===== src/rtl/cnn_layer_accel_result_packer.sv =====
// Packs the quad's 16-bit result stream into multi-lane words with keep/last, buffered by a small word FIFO.
// Optional macro CNL_RESULT_PACKER_RELU_EN clamps negative results to zero before packing.
module cnn_layer_accel_result_packer #(
  parameter int C_RESULT_WIDTH = 16,
  parameter int C_NUM_LANES    = 8,
  parameter int C_FIFO_DEPTH   = 2,
  parameter int C_DIM_W        = 10
) (
  input  logic                                  clk_if,
  input  logic                                  rst,
  input  logic                                  cfg_load,
  input  logic [C_DIM_W-1:0]                    num_output_rows_cfg,
  input  logic [C_DIM_W-1:0]                    num_output_cols_cfg,
  input  logic [C_DIM_W-1:0]                    num_kernel_cfg,
  input  logic                                  result_valid,
  output logic                                  result_accept,
  input  logic [C_RESULT_WIDTH-1:0]             result_data,
  output logic                                  pack_valid,
  input  logic                                  pack_ready,
  output logic [C_RESULT_WIDTH*C_NUM_LANES-1:0] pack_data,
  output logic [C_NUM_LANES-1:0]                pack_keep,
  output logic                                  pack_last,
  output logic                                  busy,
  output logic                                  done,
  output logic                                  cfg_err,
  output logic [1:0]                            dbg_state
);

  localparam int LW = (C_NUM_LANES > 1) ? $clog2(C_NUM_LANES) : 1;
  localparam int AW = $clog2(C_FIFO_DEPTH);
  localparam int CW = AW + 1;
  localparam int DW = C_RESULT_WIDTH * C_NUM_LANES;
  localparam logic [LW-1:0]      C_LAST_LANE = LW'(C_NUM_LANES - 1);
  localparam logic [LW-1:0]      C_LANE_ONE  = LW'(1);
  localparam logic [AW-1:0]      C_PTR_ONE   = AW'(1);
  localparam logic [CW-1:0]      C_CNT_ONE   = CW'(1);
  localparam logic [CW-1:0]      C_CNT_FULL  = CW'(C_FIFO_DEPTH);
  localparam logic [C_DIM_W-1:0] C_DIM_ONE   = C_DIM_W'(1);

  // Handshake: a transfer happens on a rising edge where valid && accept/ready are both high.
  typedef enum logic [1:0] {S_IDLE = 2'd0, S_RUN = 2'd1, S_DRAIN = 2'd2} state_t;

  state_t r_state, w_state_nxt;

  logic [C_DIM_W-1:0] r_rows, r_cols, r_kern;
  logic [C_DIM_W-1:0] r_row, r_col, r_dep;
  logic [DW-1:0] r_pack;
  logic [C_NUM_LANES-1:0] r_keep;
  logic [LW-1:0] r_lane_idx;
  logic r_cfg_err;

  logic [DW-1:0] r_fifo_data [C_FIFO_DEPTH];
  logic [C_NUM_LANES-1:0] r_fifo_keep [C_FIFO_DEPTH];
  logic [C_FIFO_DEPTH-1:0] r_fifo_last;
  logic [AW-1:0] r_wr_ptr, r_rd_ptr;
  logic [CW-1:0] r_count;

  logic w_cfg_bad, w_start, w_xfer, w_final, w_push, w_pop;
  logic [C_RESULT_WIDTH-1:0] w_elem;
  logic [DW-1:0] w_word;
  logic [C_NUM_LANES-1:0] w_keep;

  assign w_cfg_bad = (num_output_rows_cfg == '0) || (num_output_cols_cfg == '0) ||
                     (num_kernel_cfg == '0);
  assign w_start   = (r_state == S_IDLE) && cfg_load && !w_cfg_bad;
  assign result_accept = (r_state == S_RUN) && (r_count < C_CNT_FULL);
  assign w_xfer    = result_valid && result_accept;
  assign w_final   = (r_row == r_rows - C_DIM_ONE) && (r_col == r_cols - C_DIM_ONE) &&
                     (r_dep == r_kern - C_DIM_ONE);
  assign w_push    = w_xfer && ((r_lane_idx == C_LAST_LANE) || w_final);
  assign pack_valid = (r_count != '0);
  assign w_pop     = pack_valid && pack_ready;

`ifdef CNL_RESULT_PACKER_RELU_EN
  assign w_elem = result_data[C_RESULT_WIDTH-1] ? '0 : result_data;
`else
  assign w_elem = result_data;
`endif

  always_comb begin
    w_word = r_pack;
    w_keep = r_keep;
    w_word[r_lane_idx*C_RESULT_WIDTH +: C_RESULT_WIDTH] = w_elem;
    w_keep[r_lane_idx] = 1'b1;
  end

  always_comb begin
    w_state_nxt = r_state;
    case (r_state)
      S_IDLE:  if (w_start) w_state_nxt = S_RUN;
      S_RUN:   if (w_xfer && w_final) w_state_nxt = S_DRAIN;
      S_DRAIN: if (r_count == '0) w_state_nxt = S_IDLE;
      default: w_state_nxt = S_IDLE;
    endcase
  end

  always_ff @(posedge clk_if or posedge rst) begin
    if (rst) begin
      r_state   <= S_IDLE;
      r_cfg_err <= 1'b0;
      r_rows    <= '0;
      r_cols    <= '0;
      r_kern    <= '0;
    end else begin
      r_state   <= w_state_nxt;
      r_cfg_err <= (r_state == S_IDLE) && cfg_load && w_cfg_bad;
      if (w_start) begin
        r_rows <= num_output_rows_cfg;
        r_cols <= num_output_cols_cfg;
        r_kern <= num_kernel_cfg;
      end
    end
  end

  // Depth is innermost, then column, then row.
  always_ff @(posedge clk_if or posedge rst) begin
    if (rst) begin
      r_row <= '0;
      r_col <= '0;
      r_dep <= '0;
    end else if (w_start || (w_xfer && w_final)) begin
      r_row <= '0;
      r_col <= '0;
      r_dep <= '0;
    end else if (w_xfer) begin
      if (r_dep == r_kern - C_DIM_ONE) begin
        r_dep <= '0;
        if (r_col == r_cols - C_DIM_ONE) begin
          r_col <= '0;
          r_row <= r_row + C_DIM_ONE;
        end else begin
          r_col <= r_col + C_DIM_ONE;
        end
      end else begin
        r_dep <= r_dep + C_DIM_ONE;
      end
    end
  end

  always_ff @(posedge clk_if or posedge rst) begin
    if (rst) begin
      r_pack     <= '0;
      r_keep     <= '0;
      r_lane_idx <= '0;
    end else if (w_start || w_push) begin
      r_pack     <= '0;
      r_keep     <= '0;
      r_lane_idx <= '0;
    end else if (w_xfer) begin
      r_pack     <= w_word;
      r_keep     <= w_keep;
      r_lane_idx <= r_lane_idx + C_LANE_ONE;
    end
  end

  // Pushes never land on a full FIFO because accept is gated by the count.
  always_ff @(posedge clk_if or posedge rst) begin
    if (rst) begin
      for (int i = 0; i < C_FIFO_DEPTH; i++) begin
        r_fifo_data[i] <= '0;
        r_fifo_keep[i] <= '0;
      end
      r_fifo_last <= '0;
      r_wr_ptr    <= '0;
      r_rd_ptr    <= '0;
      r_count     <= '0;
    end else begin
      if (w_push) begin
        r_fifo_data[r_wr_ptr] <= w_word;
        r_fifo_keep[r_wr_ptr] <= w_keep;
        r_fifo_last[r_wr_ptr] <= w_final;
        r_wr_ptr <= r_wr_ptr + C_PTR_ONE;
      end
      if (w_pop) r_rd_ptr <= r_rd_ptr + C_PTR_ONE;
      case ({w_push, w_pop})
        2'b10:   r_count <= r_count + C_CNT_ONE;
        2'b01:   r_count <= r_count - C_CNT_ONE;
        default: r_count <= r_count;
      endcase
    end
  end

  assign pack_data = pack_valid ? r_fifo_data[r_rd_ptr] : '0;
  assign pack_keep = pack_valid ? r_fifo_keep[r_rd_ptr] : '0;
  assign pack_last = pack_valid ? r_fifo_last[r_rd_ptr] : 1'b0;
  assign busy      = (r_state != S_IDLE);
  assign done      = (r_state == S_DRAIN) && (r_count == '0);
  assign cfg_err   = r_cfg_err;
  assign dbg_state = r_state;

endmodule


===== config.mk =====
export PLATFORM = sky130hd
export DESIGN_NAME = cnn_layer_accel_result_packer
export DESIGN_NICKNAME = d
export VERILOG_FILES = /design/src/rtl/cnn_layer_accel_result_packer.sv
export SDC_FILE = /design/constraint.sdc
export NUM_CORES = 1
export LEC_CHECK = 0
export ABC_AREA = 1
export BUFFER_PORTS_ARGS = -buffer_cell sky130_fd_sc_hd__buf_2
export CORE_ASPECT_RATIO = 0.9
export CORE_MARGIN = 2
export CORE_UTILIZATION = 50
export DETAILED_ROUTE_END_ITERATION = 12
export GPL_ROUTABILITY_DRIVEN = 1
export GPL_TIMING_DRIVEN = 0
export HOLD_SLACK_MARGIN = 0.12
export PLACE_DENSITY = 0.69
export SYNTH_ARGS = -nofsm -noshare
export SYNTH_HDL_FRONTEND = slang
export SYNTH_SLANG_ARGS = --single-unit

===== constraint.sdc =====
create_clock -name clk_if -period 30.9 [get_ports clk_if]
set_input_delay 4.635 -clock clk_if [delete_from_list [all_inputs] [get_ports clk_if]]
set_output_delay 4.635 -clock clk_if [all_outputs]
set_load 0.005 [all_outputs]

### Word-level counts from Yosys, hierarchy flattened

Index checks and enable logic that the tools add are counted.
W data, S select, Z words.

| cells by class | value |
|---|---|
| $add $sub $neg | 12 |
| mux-type cells | 45 |
| reduce and logical (&&, ||, !) cells | 35 |
| order comparisons | 9 |
| equality and inequality tests | 11 |
| bitwise gates (word level) | 3 |
| shift-type cells | 2 |

Operators by type and width:

| operator | number |
|---|---|
| $mux W128 | 7 |
| $bwmux W256 | 1 |
| $bwmux W128 | 1 |
| $demux W128 S1 | 1 |
| $shift A16 B34 Y128 const A | 1 |
| $shiftx A16 B34 Y128 | 1 |
| $mux W10 | 11 |
| $mux W8 | 7 |
| $neg A7 Y34 | 1 |
| $add A10 B1 Y10 const B | 3 |
| $eq A10 B10 Y1 | 3 |
| $logic_not A10 Y1 | 3 |
| $sub A10 B1 Y10 const B | 3 |
| $bwmux W16 | 1 |
| $logic_and A1 B1 Y1 | 14 |
| $reduce_bool A2 Y1 | 7 |
| $demux W8 S1 | 1 |
| $or A8 B8 Y8 | 1 |
| $mux W2 | 3 |
| $mux W3 | 2 |
| $pmux W2 S3 | 1 |
| $reduce_and A3 Y1 | 2 |
| $logic_or A1 B1 Y1 | 5 |
| $mux W1 | 5 |
| other kinds (24) | 32 |

| word-level totals | value |
|---|---|
| input port bits | 51 |
| bits in registers | 480 |

### Depth between registers and ports, before layout

Gate-level depths: netlist of run 1.

| logic depth | value |
|---|---|
| depth after elaboration | 8 |
| gate-level depth with buffers | 18 |
| mapped depth without buffers | 18 |

### Least setup slack after synthesis of run 1

OpenSTA, ideal clock, no wires.

| timing | value |
|---|---|
| path kind | input -> register |
| start | in num_output_rows_cfg[3] |
| end | reg r_col[2] |
| stages | 9 |
| setup time | 120 ps |
| path slack | 24736 ps |
| arrival time | 6044 ps |
| cells stage by stage | nor4_1 > nand4_1 > nand3_1 > nand2_1 > nand2_1 > buf_2 > nor2_1 > xor2_1 > nor2_1 |

| between the ends | value |
|---|---|
| cells in the longest elaborated chain, start to end | 8 |

RTL lines:

| item | line | text |
|---|---|---|
| from (decl) | 12 | `input logic [C_DIM_W-1:0] num_output_rows_cfg,` |
| $logic_not A10 Y1 (*) | 63 | `assign w_cfg_bad = (num_output_rows_cfg == '0) \|\| (num_output_cols_cfg == '0) \|\|` |
| $logic_or A1 B1 Y1 (*) (2 in series) | 63 |  |
| $logic_not A1 Y1 (*) | 65 | `assign w_start = (r_state == S_IDLE) && cfg_load && !w_cfg_bad;` |
| $logic_and A1 B1 Y1 (*) | 65 |  |
| $logic_or A1 B1 Y1 (*) | 121 | `end else if (w_start \|\| (w_xfer && w_final)) begin` |
| $reduce_bool A2 Y1 (no line) | n/a |  |
| $reduce_and A2 Y1 (no line) | n/a |  |
| to (signal assigned) | 132 | `r_col <= r_col + C_DIM_ONE;` |
| to (decl) | 46 | `logic [C_DIM_W-1:0] r_row, r_col, r_dep;` |

Mark *: on every way between the ends. The rest lies on a longest branch, timed or not.
A chain may end at the register's enable or synchronous reset.

### Worst setup path after layout of run 1

| timing | value |
|---|---|
| start | reg r_count[1] |
| end | out pack_data[41] |

| between the ends | value |
|---|---|
| cells in the longest elaborated chain, start to end | 2 |

RTL lines:

| item | line | text |
|---|---|---|
| from (decl) | 56 | `logic [CW-1:0] r_count;` |
| from (signal assigned) | 176 | `2'b10: r_count <= r_count + C_CNT_ONE;` |
| from (signal assigned) | 177 | `2'b01: r_count <= r_count - C_CNT_ONE;` |
| from (signal assigned) | 178 | `default: r_count <= r_count;` |
| $reduce_bool A2 Y1 | 71 | `assign pack_valid = (r_count != '0);` |
| $mux W128 | 183 | `assign pack_data = pack_valid ? r_fifo_data[r_rd_ptr] : '0;` |
| to (decl) | 20 | `output logic [C_RESULT_WIDTH*C_NUM_LANES-1:0] pack_data,` |

Every way passes these cells.

==> results.md, run 1 <==
* Status: completed
* Vias in the first global route at 19870
* Clock Tree Root: clkbuf_16
* Skew final at 49.63 ps
* Sequential-to-total area share from yosys stat at 51.55%
* FF-to-FF End: r_pack[47]
* Ports at 195
* Most common cell in the netlist: nand2_1
* Rel. slew slack at 6.876%
* Worst path arrival time at 3650 ps
* Die footprint at 48350 sq um
* Post-DP HPWL at 51230 microns
* Yosys reg bits at 480
* Die width at 231.6 microns
* Synth cell count leaders: 811 x nand2_1, 480 x dfrtp_1, 225 x a21oi_1, 201 x o21ai_0, 186 x inv_1
* Post-route insts no fill at 3749
* Post-synth net total at 2908
* R2r worst-path depth at 13
* Area of the multi-input gates at 9535 sq um
* Critical Path Start Type: flip-flop
* Asr flop ratio synth at 100.0%
* Maxcap violations at 0
* Die span in y at 208.8 microns
* Reg2Reg Setup Slack at 27690 ps
* Drt first-iter violations at 2479
* Fin. Hold Viols at 0
* First-pass GRT wire length at 112900 microns
* CTS Hold Bufs at 0
* Largest net degree at the start of global routing at 126
* Tot Pwr at 2.283 mW
* Post-Syn Instances at 2846
* Leakage power at 12.42 nW
* Setup violators final at 0
* Max clock buf depth at 3
* Total CTS buffers at 50
* Layout cells sized above 1 at 16.09%
* First-pass iteration count of the detailed router at 5
* Layout Nets at 3158
* H-tree depth at 2
* Diode count at 0
* Slew @ Worst Pin at 1397 ps
* Worst Hold Depth at 2
* Crit-path max FO at 10
* CTS tree: yes
* Power Density at 84.88 nW/um^2
* Crit path capture type: primary output
* Worst hold start: r_fifo_data[139]
* Synth unique cells at 41
* Core area at 46360 sq um
* Starting density of the core at 50.26%
* Fin. max-slew vios at 0
* Clock sink total at 480
* IO Port Bufs at 194
* FILL cells at 4162
* Via density at 5.644
* Worst hold-check path type: flip-flop to flip-flop
* Yosys top cell area share at 51.55%
* Setup WS post-layout at 22620 ps
* Ys Warns at 0
* Leading post-synthesis cells by cell area: dfrtp_1 52%, nand2_1 13%, a21oi_1 4.8%
* FF/Latch Area at 12010 sq um
* DRC errors left at 0
* Synthesized cell area at 23300 sq um
* Dpl cell area at 25160 sq um
* Kind of critical path: flip-flop to primary output
* TNS Setup at 0 ps
* VDD IR-drop max at 41.70 uV
* Final ANT Viol Nets at 0
* Placed insts at 3660
* Fmax achieved at 120.8 MHz
* Hold Path Sink: r_fifo_data[139]
* Clock transition at path regs at 60 ps
* Worst endpoint required time at 26270 ps
* Gpl congestion at 0.8951
* Tmin final at 8280 ps
* Post-synth EDFFs at 0
* DR vias at 21160
* Clock Latency Late Sink at 640 ps
* Fin crit share at 26.80%
* Setup bufs post-CTS at 0
* Total track usage at 30.05%
* Place WS at 23340 ps
* Area grow syn2layout at 15.45%
* Avg Inst Size Synth at 8.187 sq um
* RSZ-0062 raised after global routing: false
* Synth Flop Type: dfrtp_1
* Drt wl/cell at 19.50 microns
* Std-Cell Rows at 75
* Reg2reg start: r_lane_idx[0]
* Post-CTS Resized at 0
* Design Area, Final at 26900 sq um
* GRT overflow at 0
* Final WL at 73120 microns
* Post-synth top area cell: dfrtp_1
* Initial antenna violation count at 2
power by group:
part / switching (mW) / internal, mW
Sequential: 0.0821 / 0.760
Combinational: 0.575 / 0.226
Clock: 0.263 / 0.377
Total: 0.921 / 1.36
placed cells by master, fill, tap and decap left out, types with 3 or more instances in the layout:
cell         n
nand2_1    811
dfrtp_1    480
buf_2      236
a21oi_1    225
o21ai_0    201
inv_1      185
nor2_1     181
nand3_1    156
o21ai_1    147
o21ai_2    118
clkbuf_1   107
clkbuf_16   50
o22ai_1     34
buf_6       32
xor2_1      27
clkbuf_8    15
xnor2_1     14
nor3_1      11
ha_1        11
nand4_1      9
nor2_2       7
buf_4        7
buf_1        7
nor4_1       7
clkinv_2     6
inv_2        5
bufinv_16    5
or2_2        4
buf_16       4
clkinv_1     3
mux2i_1      3
o31ai_1      3
through the flow:
| step | hold slack, ps | utilization (%) |
|---|---|---|
| after floorplan | 453.0 | - |
| after global routing | 499.4 | 58.03 |
| after detailed placement | 467.7 | 54.28 |
| after global placement | 464.0 | 54.02 |
| after CTS | 483.0 | 58.03 |
| final | 482.9 | 58.03 |
routing by layer:
layer  GRT usage, %  wire length [microns]  vias to the layer above
met3          5.499                   5841                      179
met2          46.20                  33080                      922
met1          41.74                  30970                    10270
met4          13.28                   3234                        0
li1               -                      -                     9791
met5              0                      0                        -
cell families (layout without fill, tap and decap cells):
| logic type | Yosys count | after routing | share of synthesized area [%] |
|---|---|---|---|
| adder cells (fa/ha/maj) | 11 | 11 | 0.5907 |
| AND/OR/NAND/NOR | 1197 | 1197 | 20.78 |
| XOR/XNOR | 41 | 41 | 1.541 |
| flip-flops | 480 | 480 | 51.55 |
| buffers and inverters | 382 | 669 | 7.528 |
| AO/OA/AOI/OAI | 732 | 732 | 17.88 |
| multiplexers | 3 | 3 | 0.1289 |
worst max-delay path by stage:
stage | startpoint | end | slack [ps] | cells after the start
after floorplan | rst | cfg_err | 12870 | 1
after global placement | rst | r_fifo_data[60] | 8010 | 2
after detailed placement | r_count[1] | pack_data[39] | 23340 | 5
after CTS | r_count[1] | pack_data[39] | 22680 | 5
after global routing | r_count[1] | pack_data[39] | 22620 | 5
final | r_count[1] | pack_data[41] | 22620 | 5
state kept, by name (all words and copies together) (netlist names), 2 cells and up:
signal,flops
dbg_state,2
r_col,10
r_cols,10
r_count,2
r_dep,10
r_fifo_data,256
r_fifo_keep,16
r_fifo_last,2
r_keep,8
r_kern,10
r_lane_idx,3
r_pack,128
r_row,10
r_rows,10
cell type report:
class                   instances  share of cell area, %
repair buffers                198                  4.018
inverters                     194                  2.735
clock buffers                  73                  5.530
clock inverters                16                 0.9441
multi-input cells            1984                  35.44
well taps                     616                  2.865
plain buffers                 188                  3.814
flip-flops and latches        480                  44.65
worst max-delay path, stage by stage (launching register included):
cell and delay, ps:
dfrtp_1 460, nor2_1 630, clkbuf_1 1030, clkbuf_1 540, a21oi_1 190, buf_2 180
Power figures use the tool's default switching activity.
==> inputs of run 2 (changes only) <==
- clock period: 30.9 -> 8.2 ns (I/O delays scaled with it)
==> run 2 against run 1 <==
Clock power rose to 3.6 times the previous value. Utilization about the same. Combinational power rose to 3.8 times the previous value. Cell count grew 0.19%. Via count up 0.55%. Worst setup slack got worse by 19000 ps.
==> results.md, run 2 (same netlist as run 1, synthesis figures left out) <==
* Flop pwr share at 37.4% (+0.5 points)
* FF/Latch Area at 12010 sq um (unchanged)
* Crit-path max FO at 10 (unchanged)
* FILL cells at 4226 (+1.5%)
* Maxcap violations at 0 (unchanged)
* Layout Nets at 3167 (+0.28%)
* Post-CTS Resized at 0 (unchanged)
* Total CTS buffers at 50 (unchanged)
* Cell family with most CP delay: buffers and inverters
* DRC errors left at 0 (unchanged)
* Hold Path Sink: r_fifo_data[146]
* First-pass GRT wire length at 114600 microns (+1.5%)
* Clock Tree Root: clkbuf_16
* Critical-path top delay cell: clkbuf_1
* Die span in y at 208.8 microns (unchanged)
* Largest register FFs at 256 (unchanged)
* Die footprint at 48350 sq um (unchanged)
* Reg2Reg Setup Slack at 5050 ps (-22640 ps)
* Place WS at 4134 ps (-19200 ps)
* Critical-path cell list: nor2_1 -> clkbuf_1 -> clkbuf_1 -> a21oi_1 -> buf_2
* Setup violators final at 0 (unchanged)
* Starting density of the core at 50.26% (unchanged)
* Sw Ratio at 40.65% (+0.33 points)
* Status: completed
* Design Area, Final at 26920 sq um (about the same)
* Area of the multi-input gates at 9535 sq um (unchanged)
* Int Pwr at 5.039 mW (+270%)
* Leakage power at 12.43 nW (about the same)
* Clock transition at path regs at 60 ps (about the same)
* FF-to-FF End: r_pack[109]
* WP buf/inv at 3 (unchanged)
* Comb pwr share at 35.7% (+0.6 points)
* Dpl cell area at 25310 sq um (+0.58%)
* Post-DP HPWL at 52120 microns (+1.8%)
* Worst hold start: r_fifo_data[146]
* Layout cells sized above 1 at 16.08% (about the same)
* Largest Register: r_fifo_data
* Fin crit share at 58.71%
* Fmax achieved at 207.7 MHz
* Vias in the first global route at 20440 (+2.9%)
* Final ANT Viol Nets at 0 (unchanged)
* Worst endpoint required time at 6970 ps (-19300 ps)
* H-tree depth at 2 (unchanged)
* GRT overflow at 0 (unchanged)
* First-pass iteration count of the detailed router at 7 (+2)
* Ports at 195 (unchanged)
* Fin. max-slew vios at 0 (unchanged)
* Via density at 5.665 (+0.37%)
* Biggest regs: r_fifo_data: 256 flops, r_pack: 128 flops, r_fifo_keep: 16 flops
* Setup WS post-layout at 3386 ps (-19230 ps)
* Tot Pwr at 8.490 mW (+270%)
* Most frequent cell on the critical path: clkbuf_1
* Clock Latency Late Sink at 610 ps (-30 ps)
* Std-Cell Rows at 75 (unchanged)
* Crit path capture type: primary output
* Skew final at 28.09 ps (-21.54 ps)
* Rel. slew slack at 12.52% (+5.6 points)
* Largest net degree at the start of global routing at 45 (-64%)
* Diode count at 0 (unchanged)
* RSZ-0062 raised after global routing: false
* Final WL at 73210 microns (+0.11%)
* Drt wl/cell at 19.49 microns (about the same)
* CP peak stage delay at 1020 ps (about the same)
* Worst Hold Depth at 2 (unchanged)
* Total track usage at 30.33% (+0.28 points)
* CTS tree: yes
* Reg2reg start: r_lane_idx[0]
* IO Port Bufs at 194 (unchanged)
* Gpl congestion at 0.8910 (-0.46%)
* Die width at 231.6 microns (unchanged)
* Critical Path Start Type: flip-flop
* DR vias at 21280 (+0.55%)
* Core area at 46360 sq um (unchanged)
* Most frequent cells in the layout: 811 x nand2_1, 480 x dfrtp_1, 236 x buf_2
* Power Density at 315.3 nW/um^2 (+270%)
* Initial antenna violation count at 2 (unchanged)
* Drt first-iter violations at 2204 (-11%)
* Worst path arrival time at 3580 ps (-70 ps)
* Fin. Hold Viols at 0 (unchanged)
* Clock sink total at 480 (unchanged)
* Psw at 3.452 mW (+270%)
* CTS Hold Bufs at 0 (unchanged)
* TNS Setup at 0 ps (unchanged)
* VDD IR-drop max at 173.6 uV (+320%)
* Kind of critical path: flip-flop to primary output
* Most common cell after layout, fill and taps aside: nand2_1
* Area grow syn2layout at 15.55% (about the same)
* Slew @ Worst Pin at 1312 ps (-84.68 ps)
* Worst hold-check path type: flip-flop to flip-flop
* Max clock buf depth at 3 (unchanged)
* Clk pwr share at 26.9% (-1.1 points)
* R2r worst-path depth at 13 (unchanged)
* Setup bufs post-CTS at 0 (unchanged)
* Tmin final at 4814 ps
==> run 2: worst max-delay path by stage <==
stage                           from              end  slack [ps]  depth (start not counted)
after global placement           rst  r_fifo_data[62]       -2140                          2
final                     r_count[1]    pack_data[82]        3390                          5
after CTS                 r_count[1]    pack_data[80]        3490                          5
after floorplan                  rst          cfg_err         470                          1
after detailed placement  r_count[1]    pack_data[41]        4130                          5
after global routing      r_count[1]    pack_data[77]        3430                          5
==> run 2: per-stage QoR <==
| stage | cells | utilization, % | hold slack [ps] |
|---|---|---|---|
| 3_5_place_dp | 3669 | 54.59 | 467.2 |
| 4_1_cts | 3756 | 58.08 | 482.4 |
| 2_1_floorplan | 2846 | - | 453.0 |
| 6_report | 3756 | 58.08 | 480.3 |
| 5_1_grt | 3756 | 58.08 | 496.4 |
| 3_3_place_gp | 3656 | 54.03 | 464.8 |
==> run 2: power groups by stage <==
| stage | logic, mW | clock network [mW] | registers [mW] |
|---|---|---|---|
| after CTS | 2.98 | 2.30 | 3.17 |
| after global placement | 2.87 | 0 | 3.19 |
| after floorplan | 2.03 | 0 | 3.12 |
| final | 3.03 | 2.28 | 3.18 |
| after global routing | 3.34 | 2.39 | 3.23 |
| after detailed placement | 2.96 | 0 | 3.20 |
==> run 2: worst min-delay path, stage by stage (launching register included) <==
cell     delay [ps]
dfrtp_1         340
nand2_1          60
o21ai_2          50
==> run 2: per-layer routing <==
layer | wire, microns | part of all wire, % | up-vias | global-route usage [%]
met4 | 3221 | 4.4 | 4 | 12.64
met1 | 30330 | 41 | 10370 | 41.48
met2 | 33400 | 46 | 907 | 47.10
li1 | - | - | 9813 | -
met5 | 21 | 0.029 | - | 0
met3 | 6242 | 8.5 | 179 | 6.427
==> run 2: area by class of cell <==
class / count / area share [%]
Buffer: 188 / 3.811
Clock buffer: 74 / 5.395
Clock inverter: 13 / 0.6134
Inverter: 194 / 2.719
Multi-Input combinational cell: 1984 / 35.42
Sequential cell: 480 / 44.61
Tap cell: 616 / 2.863
Timing Repair Buffer: 207 / 4.573
==> inputs of run 3 (changes only) <==
- clock period: 8.2 -> 4.66 ns (I/O delays scaled with it)
==> run 3 against run 2 <==
Critical path type unchanged. Sequential share of layout area barely moved. Highest routed layer unchanged. Flip-flop and latch count did not move. Non-clock buffer count rose by 1. Clock skew barely moved. Global-route usage barely moved.
==> results.md, run 3 (same netlist as run 1, synthesis figures left out) <==
* Status: completed
* DRC errors left at 0 (unchanged)
* Gpl congestion at 0.8910 (unchanged)
* Tot Pwr at 14.93 mW (+76%)
* Die width at 231.6 microns (unchanged)
* Worst endpoint required time at 3960 ps (-3010 ps)
* Largest net degree at the start of global routing at 45 (unchanged)
* Fmax achieved at 233.6 MHz
* FILL cells at 4226 (unchanged)
* Setup violators final at 0 (unchanged)
* Fin crit share at 91.86%
* DR vias at 21160 (-0.53%)
* Psw at 6.061 mW (+76%)
* Total track usage at 30.33% (about the same)
* Critical-path top delay cell: clkbuf_1
* Worst hold-check path type: primary input to flip-flop
* Cell family with most CP delay: buffers and inverters
* FF/Latch Area at 12010 sq um (unchanged)
* Total CTS buffers at 50 (unchanged)
* Most frequent cells in the layout: 811 x nand2_1, 480 x dfrtp_1, 236 x buf_2
* Max clock buf depth at 3 (unchanged)
* Area grow syn2layout at 15.60% (about the same)
* Drt first-iter violations at 2329 (+5.7%)
* Worst path depth at 5 (unchanged)
* Clock sink total at 480 (unchanged)
* Flop pwr share at 37.5% (about the same)
* Std-Cell Rows at 75 (unchanged)
* Clock Latency Late Sink at 610 ps (about the same)
* Die span in y at 208.8 microns (unchanged)
* Tmin final at 4281 ps
* Clock transition at path regs at 60 ps (about the same)
* Worst path arrival time at 3580 ps (about the same)
* TNS Setup at 0 ps (unchanged)
* Largest register FFs at 256 (unchanged)
* Power Density at 554.2 nW/um^2 (+76%)
* Fin. max-slew vios at 0 (unchanged)
* Leakage power at 12.43 nW (about the same)
* Clock Tree Root: clkbuf_16
* Biggest regs: r_fifo_data: 256 flops, r_pack: 128 flops, r_fifo_keep: 16 flops
* GRT overflow at 0 (unchanged)
* Core area at 46360 sq um (unchanged)
* CTS tree: yes
* Largest Register: r_fifo_data
* Post-route insts no fill at 3758 (+0.053%)
* Area of the multi-input gates at 9535 sq um (unchanged)
* Int Pwr at 8.867 mW (+76%)
* Crit-path max FO at 10 (unchanged)
* Rel. slew slack at 13.03% (+0.51 points)
* Fin. Hold Viols at 0 (unchanged)
* R2r worst-path depth at 13 (unchanged)
* Kind of critical path: flip-flop to primary output
* Place WS at 1125 ps (-3009 ps)
* Layout cells sized above 1 at 16.08% (about the same)
* Crit path capture type: primary output
* Design Area, Final at 26940 sq um (about the same)
* Skew final at 27.97 ps (-0.1216 ps)
* Die footprint at 48350 sq um (unchanged)
* H-tree depth at 2 (unchanged)
* Placed insts at 3669 (unchanged)
* RSZ-0062 raised after global routing: false
* Core Util, Final at 58.11% (about the same)
* Comb pwr share at 35.7% (about the same)
* Via density at 5.632 (-0.58%)
* IO Port Bufs at 194 (unchanged)
* Dpl cell area at 25310 sq um (unchanged)
* Most common cell after layout, fill and taps aside: nand2_1
* Clk pwr share at 26.9% (about the same)
* Ports at 195 (unchanged)
* Critical-path cell list: nor2_1 -> clkbuf_1 -> clkbuf_1 -> a21oi_1 -> buf_2
* Initial antenna violation count at 2 (unchanged)
* Most frequent cell on the critical path: clkbuf_1
* Layout Nets at 3168 (+0.032%)
* First-pass iteration count of the detailed router at 6 (-1)
* Sw Ratio at 40.60% (-0.051 points)
* VDD IR-drop max at 304.0 uV (+75%)
* Starting density of the core at 50.26% (unchanged)
* Final ANT Viol Nets at 0 (unchanged)
* Final Hold Slack at 332.2 ps (-148.1 ps)
* Post-DP HPWL at 52120 microns (unchanged)
* Worst Hold Depth at 3 (+1)
* Vias in the first global route at 20440 (+0.015%)
* WP buf/inv at 3 (unchanged)
* Setup WS post-layout at 379.1 ps (-3006 ps)
* First-pass GRT wire length at 114600 microns (about the same)
* Slew @ Worst Pin at 1305 ps (-7.658 ps)
* Critical Path Start Type: flip-flop
* Maxcap violations at 0 (unchanged)
* Final WL at 73180 microns (about the same)
* CP peak stage delay at 1020 ps (about the same)
* Drt wl/cell at 19.47 microns (about the same)
run 3: layout make-up:
type,instances,share of cell area [%]
Inverter,194,2.717
Clock buffer,74,5.393
Timing Repair Buffer,208,4.608
Multi-Input combinational cell,1984,35.40
Tap cell,616,2.861
Clock inverter,13,0.6131
Antenna cell,1,0.009290
Sequential cell,480,44.59
Buffer,188,3.809
run 3: metal layers:
| metal | GRT usage, % | wire length [microns] | share of wire (%) |
|---|---|---|---|
| met2 | 47.10 | 33440 | 46 |
| met5 | 0 | 21 | 0.029 |
| met1 | 41.48 | 30380 | 42 |
| met3 | 6.427 | 6157 | 8.4 |
| met4 | 12.64 | 3175 | 4.3 |
run 3: final timing paths:
check / startpoint / end / slack [ps]
min reg2reg: r_fifo_data[146] / r_fifo_data[146] / 480
max: r_count[1] / pack_data[41] / 380
max reg2reg: r_lane_idx[0] / r_pack[109] / 1530
min in group asynchronous: rst / r_fifo_data[153] / 620
min: num_output_rows_cfg[3] / r_rows[3] / 330
max in group asynchronous: rst / r_fifo_data[219] / 2010
run 3: worst reg2reg max path: stages (launching register included):
cell,delay (ps)
dfrtp_1,350
buf_2,220
inv_2,110
ha_1,210
ha_1,200
nor2_1,90
inv_1,50
nor2_1,140
nand2_1,100
nor2_1,320
clkbuf_1,420
nor2_1,80
a21oi_1,500
o22ai_1,190
run 3: timing repair:
| action | in CTS | in global routing |
|---|---|---|
| gates resized for setup | 0 | 0 |
| hold buffers | 1 | 0 |
| endpoints found under the hold margin | 12 | 0 |
| buffers inserted | 0 | 0 |
run 3: power by group through the flow:
stage               combinational (mW)  clock (mW)  sequential (mW)
floorplan                         3.57           0             5.50
global placement                  5.05           0             5.61
detailed placement                5.21           0             5.64
CTS                               5.25        4.05             5.57
global route                      5.87        4.21             5.69
finish                            5.33        4.01             5.59
